`src/rtl/tail_input_sequencer_if.sv`:
```
// Handshake bundle for the tail-light input conditioner: raw controls in,
// conditioned controls and script status out.
interface tail_input_sequencer_if;
  logic       tick;
  logic       auto_en;
  logic       key1_n;
  logic [2:0] sw_raw;
  logic       key1_out;
  logic [2:0] sw_out;
  logic [2:0] step;
  logic       auto_active;

  modport master (
    output tick, auto_en, key1_n, sw_raw,
    input  key1_out, sw_out, step, auto_active
  );

  modport slave (
    input  tick, auto_en, key1_n, sw_raw,
    output key1_out, sw_out, step, auto_active
  );
endinterface

```
`src/rtl/tail_input_sequencer.sv`:
```
// Synchronizes and debounces the raw key/switch inputs, or replays a fixed
// six-step script while auto mode is selected.
//
// state     | meaning
// ST_MANUAL | outputs follow the debounced inputs; step and hold counter parked at 0
// ST_AUTO   | outputs follow the script table; step advances every STEP_TICKS ticks
module tail_input_sequencer #(
  parameter int DEBOUNCE_TICKS = 4,
  parameter int STEP_TICKS     = 8
) (
  input logic                    clock,
  input logic                    reset_n,
  tail_input_sequencer_if.slave  bus
);

  typedef enum logic {ST_MANUAL, ST_AUTO} state_t;

  state_t     r_state;
  logic       r_auto_active;
  logic [2:0] r_step;
  logic [7:0] r_hold;

  logic       r_auto_s1, r_auto_s2;
  logic       r_key_s1, r_key_s2;
  logic [2:0] r_sw_s1, r_sw_s2;

  logic [3:0] r_stable, r_cand, r_n;
  logic [3:0] r_out;

  logic [3:0] w_v;
  logic [3:0] w_n_inc;
  logic       w_hold_last;
  logic [3:0] w_tbl;

  // Two-flop synchronizers; the key idles high so its flops reset to 1.
  always_ff @(posedge clock) begin
    if (!reset_n) begin
      r_auto_s1 <= 1'b0;
      r_auto_s2 <= 1'b0;
      r_key_s1  <= 1'b1;
      r_key_s2  <= 1'b1;
      r_sw_s1   <= 3'b000;
      r_sw_s2   <= 3'b000;
    end else begin
      r_auto_s1 <= bus.auto_en;
      r_auto_s2 <= r_auto_s1;
      r_key_s1  <= bus.key1_n;
      r_key_s2  <= r_key_s1;
      r_sw_s1   <= bus.sw_raw;
      r_sw_s2   <= r_sw_s1;
    end
  end

  assign w_v     = {r_sw_s2, r_key_s2};
  assign w_n_inc = r_n + 4'd1;

  // Debouncer keeps running in auto mode so the stable value is fresh on exit.
  always_ff @(posedge clock) begin
    if (!reset_n) begin
      r_stable <= 4'b0001;
      r_cand   <= 4'b0001;
      r_n      <= 4'd0;
    end else if (w_v == r_stable) begin
      r_cand <= r_stable;
      r_n    <= 4'd0;
    end else if (w_v != r_cand) begin
      r_cand <= w_v;
      r_n    <= 4'd0;
    end else if (bus.tick) begin
      if (w_n_inc == 4'(DEBOUNCE_TICKS)) begin
        r_stable <= r_cand;
        r_n      <= 4'd0;
      end else begin
        r_n <= w_n_inc;
      end
    end
  end

  assign w_hold_last = (r_hold == 8'(STEP_TICKS - 1));

  // Counting uses the registered mode, so the rising clock only clears and
  // any coincident tick is dropped.
  always_ff @(posedge clock) begin
    if (!reset_n) begin
      r_state       <= ST_MANUAL;
      r_auto_active <= 1'b0;
      r_step        <= 3'd0;
      r_hold        <= 8'd0;
    end else begin
      r_auto_active <= r_auto_s2;
      case (r_state)
        ST_MANUAL: begin
          r_step <= 3'd0;
          r_hold <= 8'd0;
          if (r_auto_s2) r_state <= ST_AUTO;
        end
        ST_AUTO: begin
          if (!r_auto_s2) r_state <= ST_MANUAL;
          if (r_step > 3'd5) begin
            r_step <= 3'd0;
            r_hold <= 8'd0;
          end else if (bus.tick) begin
            if (w_hold_last) begin
              r_hold <= 8'd0;
              r_step <= (r_step == 3'd5) ? 3'd0 : r_step + 3'd1;
            end else begin
              r_hold <= r_hold + 8'd1;
            end
          end
        end
      endcase
    end
  end

  always_comb begin
    w_tbl = 4'b0001;
    case (r_step)
      3'd0:    w_tbl = {3'b000, 1'b1};
      3'd1:    w_tbl = {3'b001, 1'b1};
      3'd2:    w_tbl = {3'b010, 1'b1};
      3'd3:    w_tbl = {3'b100, 1'b1};
      3'd4:    w_tbl = {3'b000, 1'b0};
      3'd5:    w_tbl = {3'b011, 1'b1};
      default: w_tbl = {3'b000, 1'b1};
    endcase
  end

  always_ff @(posedge clock) begin
    if (!reset_n) begin
      r_out <= 4'b0001;
    end else begin
      r_out <= r_auto_active ? w_tbl : r_stable;
    end
  end

  assign bus.key1_out    = r_out[0];
  assign bus.sw_out      = r_out[3:1];
  assign bus.step        = r_step;
  assign bus.auto_active = r_auto_active;

endmodule

```
`src/flat_wrapper.sv`:
```
// flat-port wrapper written by rule: the top's interface ports become plain ports
module tail_input_sequencer_flat 
#(
  parameter int DEBOUNCE_TICKS = 4,
  parameter int STEP_TICKS     = 8
)
  (clock, reset_n, bus_tick, bus_auto_en, bus_key1_n, bus_sw_raw, bus_key1_out, bus_sw_out, bus_step, bus_auto_active);
  tail_input_sequencer_if bus_i ();
  input logic clock;
  input logic reset_n;
  input wire logic [$bits(bus_i.tick)-1:0] bus_tick;
  input wire logic [$bits(bus_i.auto_en)-1:0] bus_auto_en;
  input wire logic [$bits(bus_i.key1_n)-1:0] bus_key1_n;
  input wire logic [$bits(bus_i.sw_raw)-1:0] bus_sw_raw;
  output wire logic [$bits(bus_i.key1_out)-1:0] bus_key1_out;
  output wire logic [$bits(bus_i.sw_out)-1:0] bus_sw_out;
  output wire logic [$bits(bus_i.step)-1:0] bus_step;
  output wire logic [$bits(bus_i.auto_active)-1:0] bus_auto_active;
  assign bus_i.tick = bus_tick;
  assign bus_i.auto_en = bus_auto_en;
  assign bus_i.key1_n = bus_key1_n;
  assign bus_i.sw_raw = bus_sw_raw;
  assign bus_key1_out = bus_i.key1_out;
  assign bus_sw_out = bus_i.sw_out;
  assign bus_step = bus_i.step;
  assign bus_auto_active = bus_i.auto_active;
  tail_input_sequencer #(.DEBOUNCE_TICKS(DEBOUNCE_TICKS), .STEP_TICKS(STEP_TICKS)) u_core (.clock(clock), .reset_n(reset_n), .bus(bus_i));
endmodule
```
`config.mk`:
```
export PLATFORM = sky130hd
export DESIGN_NAME = tail_input_sequencer_flat
export DESIGN_NICKNAME = d
export VERILOG_FILES = /design/src/rtl/tail_input_sequencer_if.sv /design/src/rtl/tail_input_sequencer.sv /design/src/flat_wrapper.sv
export SDC_FILE = /design/constraint.sdc
export NUM_CORES = 1
export LEC_CHECK = 0
export ABC_CLOCK_PERIOD_IN_PS = 1500
export CAP_MARGIN = 40
export CORE_AREA = 8 8 52 96
export CTS_BUF_LIST = sky130_fd_sc_hd__clkbuf_8
export CTS_CLUSTER_SIZE = 16
export DETAILED_ROUTE_END_ITERATION = 10
export DIE_AREA = 0 0 60 104
export PLACE_DENSITY = 0.73
export SLEW_MARGIN = 20
export SYNTH_ARGS = -nofsm -noshare
export SYNTH_HDL_FRONTEND = slang
export SYNTH_SLANG_ARGS = --single-unit
```
`constraint.sdc`:
```
create_clock -name clock -period 1.5 [get_ports clock]
set_clock_uncertainty 0.05 [all_clocks]
set_input_delay 0.15 -clock clock [delete_from_list [all_inputs] [get_ports clock]]
set_output_delay 0.15 -clock clock [all_outputs]
set_load 0.005 [all_outputs]
```
* After elaboration in Yosys (flattened, before gate mapping)
Index checks and enable logic that the tools add are counted.
** Word-level totals
- Bits in registers :: 39
- Latch bits :: 0
- RAM bits :: 0
- ROM bits :: 0
- Output and inout bits :: 8
- Memories :: 0
** Cells by class
- Add/sub/neg operators :: 3
- Multiply operators :: 0
- Div/mod/pow operators :: 0
- $lt $le $gt $ge :: 1
- Eq/ne operators :: 11
- Shifts and indexed selects :: 0
- Multiplexer cells :: 15
- Bitwise gates (word level) :: 4
- Reductions and logical operators :: 4
** Operators by type and width (count)
- $mux 8 :: 3
- $pmux 4 s5 :: 1
- $mux 4 :: 4
- $pmux 8 s2 :: 1
- $mux 3 :: 4
- $add 8x1->8 const B :: 1
- $eq 8x3->1 const B :: 1
- $eq 3x2->1 const B :: 2
- $eq 3x3->1 const B :: 2
- $ne 3x3->1 const B :: 2
- $pmux 3 s2 :: 1
- $add 4x1->4 const B :: 1
- $eq 4x3->1 const B :: 1
- $eq 4x4->1 :: 1
- $ne 4x4->1 :: 1
- $not 1->1 :: 4
- $reduce_and 4->1 :: 1
- $add 3x1->3 const B :: 1
- $eq 3x1->1 const B :: 1
- $gt 3x3->1 const B :: 1
- $reduce_or 3->1 :: 1
- $reduce_and 2->1 :: 1
- $reduce_bool 2->1 :: 1
- $mux 1 :: 1

* Logic depth before layout (Yosys ltp)
Gate-level depths: netlist of run 1.
- Word-level depth :: 6
- Depth in mapped cells :: 6
- Depth with buffers taken out :: 5

* Worst setup path after synthesis of run 1
No wires, ideal clock.
- Path kind :: register -> register
- Start point :: register u_core.r_hold[0]
- End point :: register u_core.r_step[2] (netlist: u_core.bus.step[2])
- Library setup time :: 0.115 ns
- Arrival time :: 1.355 ns
- Required time :: 1.335 ns
- Setup slack :: -0.019 ns
- Cell stages (with the launch flop) :: 6
- Period minus slack after synthesis :: 1.519 ns
- Cells stage by stage :: dfxtp_1 ha_1 nor4b_4 nand3_2 and3b_1 o21a_1
** On the way
- Longest elaborated chain between the ends :: 3
** RTL lines
- from (decl) :: line tail_input_sequencer.sv:21 : logic [7:0] r_hold;
- from (signal assigned) :: line tail_input_sequencer.sv:107 : r_hold <= r_hold + 8'd1;
- $eq 8x3->1 :: line tail_input_sequencer.sv:79 : assign w_hold_last = (r_hold == 8'(STEP_TICKS - 1));
- $ne 3x3->1 (no line)
- $reduce_and 2->1 (no line)
- to (signal assigned) :: line tail_input_sequencer.sv:105 : r_step <= (r_step == 3'd5) ? 3'd0 : r_step + 3'd1;
- to (decl) :: line tail_input_sequencer.sv:20 : logic [2:0] r_step;
No other way between the ends.
A chain may end at the register's enable or synchronous reset.

* Worst setup path after layout of run 1
- Start point :: register u_core.r_hold[1]
- End point :: register u_core.r_hold[7]
** On the way
- Longest elaborated chain between the ends :: 5
- Elaborated cells between the ends (all ways) :: 6
- Classes of those cells :: 1 x add/sub; 1 x eq/ne; 4 x mux
** RTL lines
- $add 8x1->8 / $eq 8x3->1 (equally long branches) :: line tail_input_sequencer.sv:107, tail_input_sequencer.sv:79
- $mux 8 (*) :: line tail_input_sequencer.sv:103 : if (w_hold_last) begin
- $mux 8 (*) :: line tail_input_sequencer.sv:102 : end else if (bus.tick) begin
- $mux 8 (*) :: line tail_input_sequencer.sv:99 : if (r_step > 3'd5) begin
- $pmux 8 s2 (*) :: line tail_input_sequencer.sv:91 : case (r_state)
Every way passes the cells marked *; elsewhere a longest branch is shown, timed or not. The select of a mux whose other input is x is not followed.

==> results of run 1 <==
## critical path: cells and delay by family, from the launching register on
| kind | cells | cell delay (ns) |
|---|---|---|
| flops | 1 | 0.36 |
| compound gates | 2 | 0.28 |
| simple gates | 2 | 0.53 |
| buf+inv | 2 | 0.21 |
## cell type report
class | instances | area [um^2] | area share (%)
Inverter | 4 | 15.0 | 0.706
Clock buffer | 5 | 68.8 | 3.24
Tap cell | 51 | 63.8 | 3.00
Sequential cell | 38 | 767 | 36.1
Clock inverter | 3 | 68.8 | 3.24
Timing Repair Buffer | 36 | 313 | 14.7
Multi-Input combinational cell | 116 | 830 | 39.0
## layer usage
layer / vias up / track usage, % / routed length, um
met2: 32 / 24.2 / 2190
met5: - / 0 / 0
met4: 0 / 11.2 / 156
met3: 14 / 2.60 / 106
li1: 623 / - / -
met1: 622 / 11.2 / 1410
## cells in the final DEF, fill, tap and decap left out, types with 3 or more instances in the layout
master	instances
a21oi_1	5
and2_1	13
buf_4	20
clkbuf_8	5
clkdlybuf4s50_1	13
dfxtp_1	33
dfxtp_2	5
inv_1	4
mux2i_1	9
nand2_1	13
nand2b_1	4
nand4_1	3
nor2_1	17
o21ai_0	3
xnor2_1	4
xor2_1	10
## state kept, by name (all words and copies together), names as in the netlist
register                cells
u_core.r_hold               8
u_core.r_cand               4
u_core.r_n                  4
u_core.r_out                4
u_core.r_stable             4
u_core.bus.step             3
u_core.r_sw_s1              3
u_core.r_sw_s2              3
u_core.bus.auto_active      1
u_core.r_auto_s1            1
u_core.r_auto_s2            1
u_core.r_key_s1             1
u_core.r_key_s2             1
## Yosys cell counts, types with 2 or more instances
master / n / share of area (%)
a31oi_1: 2 / 0.78
o2111ai_2: 2 / 1.9
ha_1: 3 / 2.3
and2_1: 13 / 5.1
nand2_1: 13 / 3.0
xor2_1: 11 / 6.0
buf_2: 2 / 0.62
nor3_1: 2 / 0.62
clkbuf_1: 2 / 0.47
nand2b_1: 4 / 1.6
xnor2_1: 4 / 2.2
and3_1: 3 / 1.2
nand4_1: 3 / 1.2
or3_1: 2 / 0.78
a21oi_1: 5 / 1.6
o21ai_0: 3 / 0.93
nor2b_1: 2 / 0.78
and3b_1: 2 / 1.1
mux2i_1: 9 / 5.6
dfxtp_1: 38 / 47
nor2_1: 17 / 4.0
inv_1: 4 / 0.93
## power by group
part           switching (uW)  internal [uW]
clock network             371            666
logic                    48.0           59.6
registers                10.4           1030
## worst max-delay path by stage
stage,start,endpoint,slack [ns],cells after the start
after floorplan,u_core.r_hold[1]$_SDFFE_PN0P_,u_core.bus.step[2]$_SDFFE_PN0P_,0.02,5
after global placement,bus_tick,u_core.r_hold[7]$_SDFFE_PN0P_,-0.04,5
after detailed placement,bus_tick,u_core.r_hold[6]$_SDFFE_PN0P_,-0.05,5
after CTS,u_core.r_hold[1]$_SDFFE_PN0P_,u_core.bus.step[0]$_SDFFE_PN0P_,0.0008,6
after global routing,u_core.r_hold[1]$_SDFFE_PN0P_,u_core.bus.step[0]$_SDFFE_PN0P_,-0.05,6
final,u_core.r_hold[1]$_SDFFE_PN0P_,u_core.r_hold[7]$_SDFFE_PN0P_,0.008,6
## logic make-up after synthesis
| family | share of synthesized area, % |
|---|---|
| flops | 47.4 |
| mux | 5.61 |
| xor+xnor | 8.18 |
| compound gates | 8.18 |
| fa+ha+maj | 2.34 |
| buf+inv | 2.73 |
| simple gates | 25.6 |
## metrics by stage
step | power, uW | hold WS (ns) | TNS [ns] | cells | setup slack [ns]
after floorplan | 1110 | 0.173 | 0 | 164 | 0.0213
after global placement | 1160 | 0.345 | -0.0840 | 244 | -0.0438
after detailed placement | 1170 | 0.354 | -0.140 | 244 | -0.0539
after CTS | 2200 | 0.383 | 0 | 253 | 0.000769
after global routing | 2250 | 0.382 | -0.170 | 253 | -0.0536
final | 2180 | 0.382 | 0 | 253 | 0.00786
## what timing repair did
item	4_1_cts	5_1_grt
cloned	0	0
gates resized for setup	6	5
setup endpoints to repair	9	12
pin swaps	2	2
buffers inserted	1	0
==> results.json, run 1 <==
{
  "status": "complete, no violations",
  "min_from": "u_core.r_auto_s2$_SDFF_PN0_",
  "rr_endpoint": "u_core.r_hold[7]$_SDFFE_PN0P_",
  "period_share_pct": 99.5,
  "ys.flop_type": "dfxtp_1",
  "worstReg2RegStart": "u_core.r_hold[1]$_SDFFE_PN0P_",
  "clock_tree.buffer_depth": 2,
  "grt_max_degree": 22,
  "dp.final_hpwl_um": 2850,
  "initial_core_util_pct": 42.2,
  "drt_wl_total_um": 3860,
  "yosysSeqAreaShare_pct": 47.4,
  "rows": 32,
  "drtAntennaViolNets": 0,
  "syn_area_per_cell_um2": 9.80,
  "finalCoreUtilization_pct": 55.9,
  "cp-start-kind": "flip-flop",
  "min_path_type": "flip-flop to flip-flop",
  "antenna_found_initial": 0,
  "max_freq_ghz": 0.670,
  "die_area_um2": 6240,
  "final_area_um2": 2130,
  "period_needed_ns": 1.49,
  "critPathSlowestCell": "dfxtp_2",
  "groute.usage.overall_pct": 13.3,
  "crit_path_end_kind": "flip-flop",
  "synthArstFlopShare_pct": 0,
  "cts_sinks": 38,
  "portBuffers": 15,
  "p_leak_uw": 0.000845,
  "die_h_um": 104,
  "vias_per_cell": 5.10,
  "min_path_cells": 1,
  "place_area_um2": 1950,
  "firstDrtPassIters": 4,
  "required_ns": 1.68,
  "drive_gt1_share_pct": 22.8,
  "area_growth_pct": 32.3,
  "io_pins": 16,
  "finalSetupViolations": 0,
  "clkTransAtPathRegs_ns": 0.08,
  "ys_warn_count": 0,
  "timing.max_cap.violations": 0,
  "synthesis.nets": 175,
  "worstPathMaxFanout": 3,
  "clock_latency_ns": 0.30,
  "fp.coreArea_um2": 3800,
  "vias": 1291,
  "cts-root-buf": "clkbuf_8",
  "insertedDiodeCount": 0,
  "cts_tree": "built",
  "r2r_cells": 6,
  "tightestPinTransition_ns": 0.363,
  "whs_endpoint": "u_core.bus.auto_active$_SDFF_PN0_",
  "ys_types": 40,
  "die_w_um": 60,
  "cts_hold_buffers": 0,
  "ys_seq_elements": 38,
  "syn_area_um2": 1610,
  "rsz0062_at_grt": "true",
  "grt_pass1_vias": 1367,
  "cp.arrival_ns": 1.67,
  "final_hold_viol_count": 0,
  "maxSlewViolCount": 0,
  "drt_first_iter_violations": 34,
  "drc": 0,
  "nNetsFinal": 212,
  "n_fill_cell": 332,
  "htreeDepth": 2,
  "synthCells": 164,
  "cpMostUsedCell": "buf_4",
  "grt_pass1_wl_um": 6240,
  "worstSetupPathType": "flip-flop to flip-flop",
  "post_drt_wl_per_cell_um": 15.3,
  "gp_congestion": 0.822,
  "critical_path.cell_chain": "buf_4 -> buf_4 -> and3_1 -> o2111ai_2 -> or3_1 -> a21oi_1",
  "max_stage_delay_ns": 0.36,
  "relSlewSlack_pct": 75.7,
  "synth_edf_count": 0,
  "reg2reg_slack_ns": 0.008,
  "p_per_area_nw_per_um2": 1030,
  "overflow": 0,
  "numCtsBuffers": 5,
  "vdd_drop_max_mv": 0.825
}
(Power assumes the default switching activity.)
==> run 2: changes to the inputs <==
Settings changed: RECOVER_POWER from default to 25.
==> run 2 against run 1 <==
Compared with the run above:
- critical path depth is the same
- cell count is the same
- clock power is essentially flat
- sequential share of layout area grew 0.064 points
- global-route usage is the same
- count of clock-buffer cells in the layout is the same
- register-to-register slack is essentially flat
- non-clock buffer count is the same
- total power shrank 0.19%
- fmax grew 0.42%
- worst hold slack lost 0.0013 ns
==> results.json, run 2 (synthesis results as in run 1) <==
{
  "cpMostUsedCell": "buf_4",
  "drtAntennaViolNets": 0,
  "path_buf_inv": 2,
  "clock_latency_ns": 0.30,
  "cts_tree": "built",
  "critical_path.cell_chain": "buf_4 -> buf_4 -> and3_1 -> o2111ai_2 -> or3_1 -> a21oi_1",
  "required_ns": 1.68,
  "tightestPinTransition_ns": 0.673,
  "dp.final_hpwl_um": 2850,
  "power.total_uw": 2180,
  "drt_first_iter_violations": 39,
  "vdd_drop_max_mv": 0.825,
  "insertedDiodeCount": 0,
  "p_per_area_nw_per_um2": 1030,
  "nNetsFinal": 212,
  "fp.coreArea_um2": 3800,
  "maxSlewViolCount": 0,
  "p_leak_uw": 0.000842,
  "drc": 0,
  "critPathSlowestCell": "dfxtp_2",
  "groute.usage.overall_pct": 13.3,
  "period_share_pct": 99.1,
  "relSlewSlack_pct": 55.1,
  "rsz0062_at_grt": "true",
  "initial_core_util_pct": 42.2,
  "die_w_um": 60,
  "final_common_cell": "dfxtp_1",
  "min_path_cells": 1,
  "portBuffers": 15,
  "min_path_type": "flip-flop to flip-flop",
  "clock_tree.buffer_depth": 2,
  "top_register": "u_core.r_hold",
  "finalCoreUtilization_pct": 55.8,
  "largest_reg_flops": 8,
  "period_needed_ns": 1.49,
  "timing.max_cap.violations": 0,
  "max_stage_delay_ns": 0.36,
  "r2r_cells": 6,
  "overflow": 0,
  "cp-start-kind": "flip-flop",
  "post_drt_wl_per_cell_um": 15.2,
  "worstSetupPathType": "flip-flop to flip-flop",
  "hold_slack_ns": 0.380,
  "rows": 32,
  "numCtsBuffers": 5,
  "grt_max_degree": 22,
  "htreeDepth": 2,
  "die_area_um2": 6240,
  "crit_family": "simple AND/OR/NAND/NOR gates",
  "grt_pass1_wl_um": 6240,
  "cts_sinks": 38,
  "finalSetupViolations": 0,
  "cp.arrival_ns": 1.66,
  "clkTransAtPathRegs_ns": 0.08,
  "cts-root-buf": "clkbuf_8",
  "firstDrtPassIters": 4,
  "worstPathMaxFanout": 3,
  "layout_common_cells": "33 x dfxtp_1, 19 x buf_4, 17 x nor2_1",
  "drive_gt1_share_pct": 22.3,
  "crit_path_end_kind": "flip-flop",
  "vias": 1292,
  "max_freq_ghz": 0.673,
  "vias_per_cell": 5.11,
  "area_growth_pct": 32.1,
  "gp_congestion": 0.822,
  "grt_pass1_vias": 1367,
  "io_pins": 16,
  "worst-path-stages": 6,
  "final_hold_viol_count": 0,
  "antenna_found_initial": 0,
  "status": "complete, no violations",
  "die_h_um": 104,
  "drt_wl_total_um": 3850
}
run 2: cell types whose count changed in the layout (fill, tap and decap cells not counted), sizes merged:
cell / before / now
buf: 21 / 20
clkbuf: 5 / 6
run 2: worst reg2reg max path, cell delays in order (launching register included):
cell and delay (ns):
dfxtp_2 0.36, buf_4 0.11, buf_4 0.10, and3_1 0.17, o2111ai_2 0.14, or3_1 0.36, a21oi_1 0.14
run 2: area by class of cell:
class | count | area [um^2]
clock buffer | 5 | 68.8
clock inverter | 3 | 68.8
fill | 334 | 1680
inverter | 4 | 15.0
multi-input combinational | 116 | 830
sequential | 38 | 767
tap | 51 | 63.8
timing repair buffer | 36 | 309
run 2: layer usage:
metal,track usage [%],part of all wire [%]
met4,11.2,3.6
met1,11.2,37
met3,2.60,2.1
met5,0,0
met2,24.2,57
run 2: stage by stage:
stage / setup slack (ns) / TNS [ns] / cells / instance area, um^2
detailed placement: -0.0539 / -0.140 / 244 / 1950
global placement: -0.0438 / -0.0840 / 244 / 1950
floorplan: 0.0213 / 0 / 164 / 1610
finish: 0.0141 / 0 / 253 / 2120
global route: -0.0536 / -0.170 / 253 / 2120
CTS: 0.000769 / 0 / 253 / 2110
run 2: worst paths after layout:
kind | slack [ns] | end | start
min | 0.38 | u_core.r_key_s2$_SDFF_PN1_ | u_core.r_key_s1$_SDFF_PN1_
max | 0.01 | u_core.r_hold[7]$_SDFFE_PN0P_ | u_core.r_hold[1]$_SDFFE_PN0P_
min reg2reg | 0.38 | u_core.r_key_s2$_SDFF_PN1_ | u_core.r_key_s1$_SDFF_PN1_
max reg2reg | 0.01 | u_core.r_hold[7]$_SDFFE_PN0P_ | u_core.r_hold[1]$_SDFFE_PN0P_
run 2: power breakdown:
group | switching [uW] | total (uW) | leakage [uW] | internal, uW
Clock | 368 | 1030 | 0.0000683 | 666
Sequential | 10.7 | 1040 | 0.000311 | 1030
Combinational | 47.9 | 106 | 0.000462 | 58.3
run 2: what timing repair did:
item	4_1_cts	5_1_grt
cloned	0	0
buffers inserted	1	0
hold buffers	0	0
endpoints found under the hold margin	0	0
pin swaps	2	2
resized for setup	6	5
setup endpoints to repair	9	12
==> run 3: changes to the inputs <==
Settings changed: CAP_MARGIN 40 to default.
==> results of run 3 <==
Final layout, timing and power as in run 2 (identical DEF).
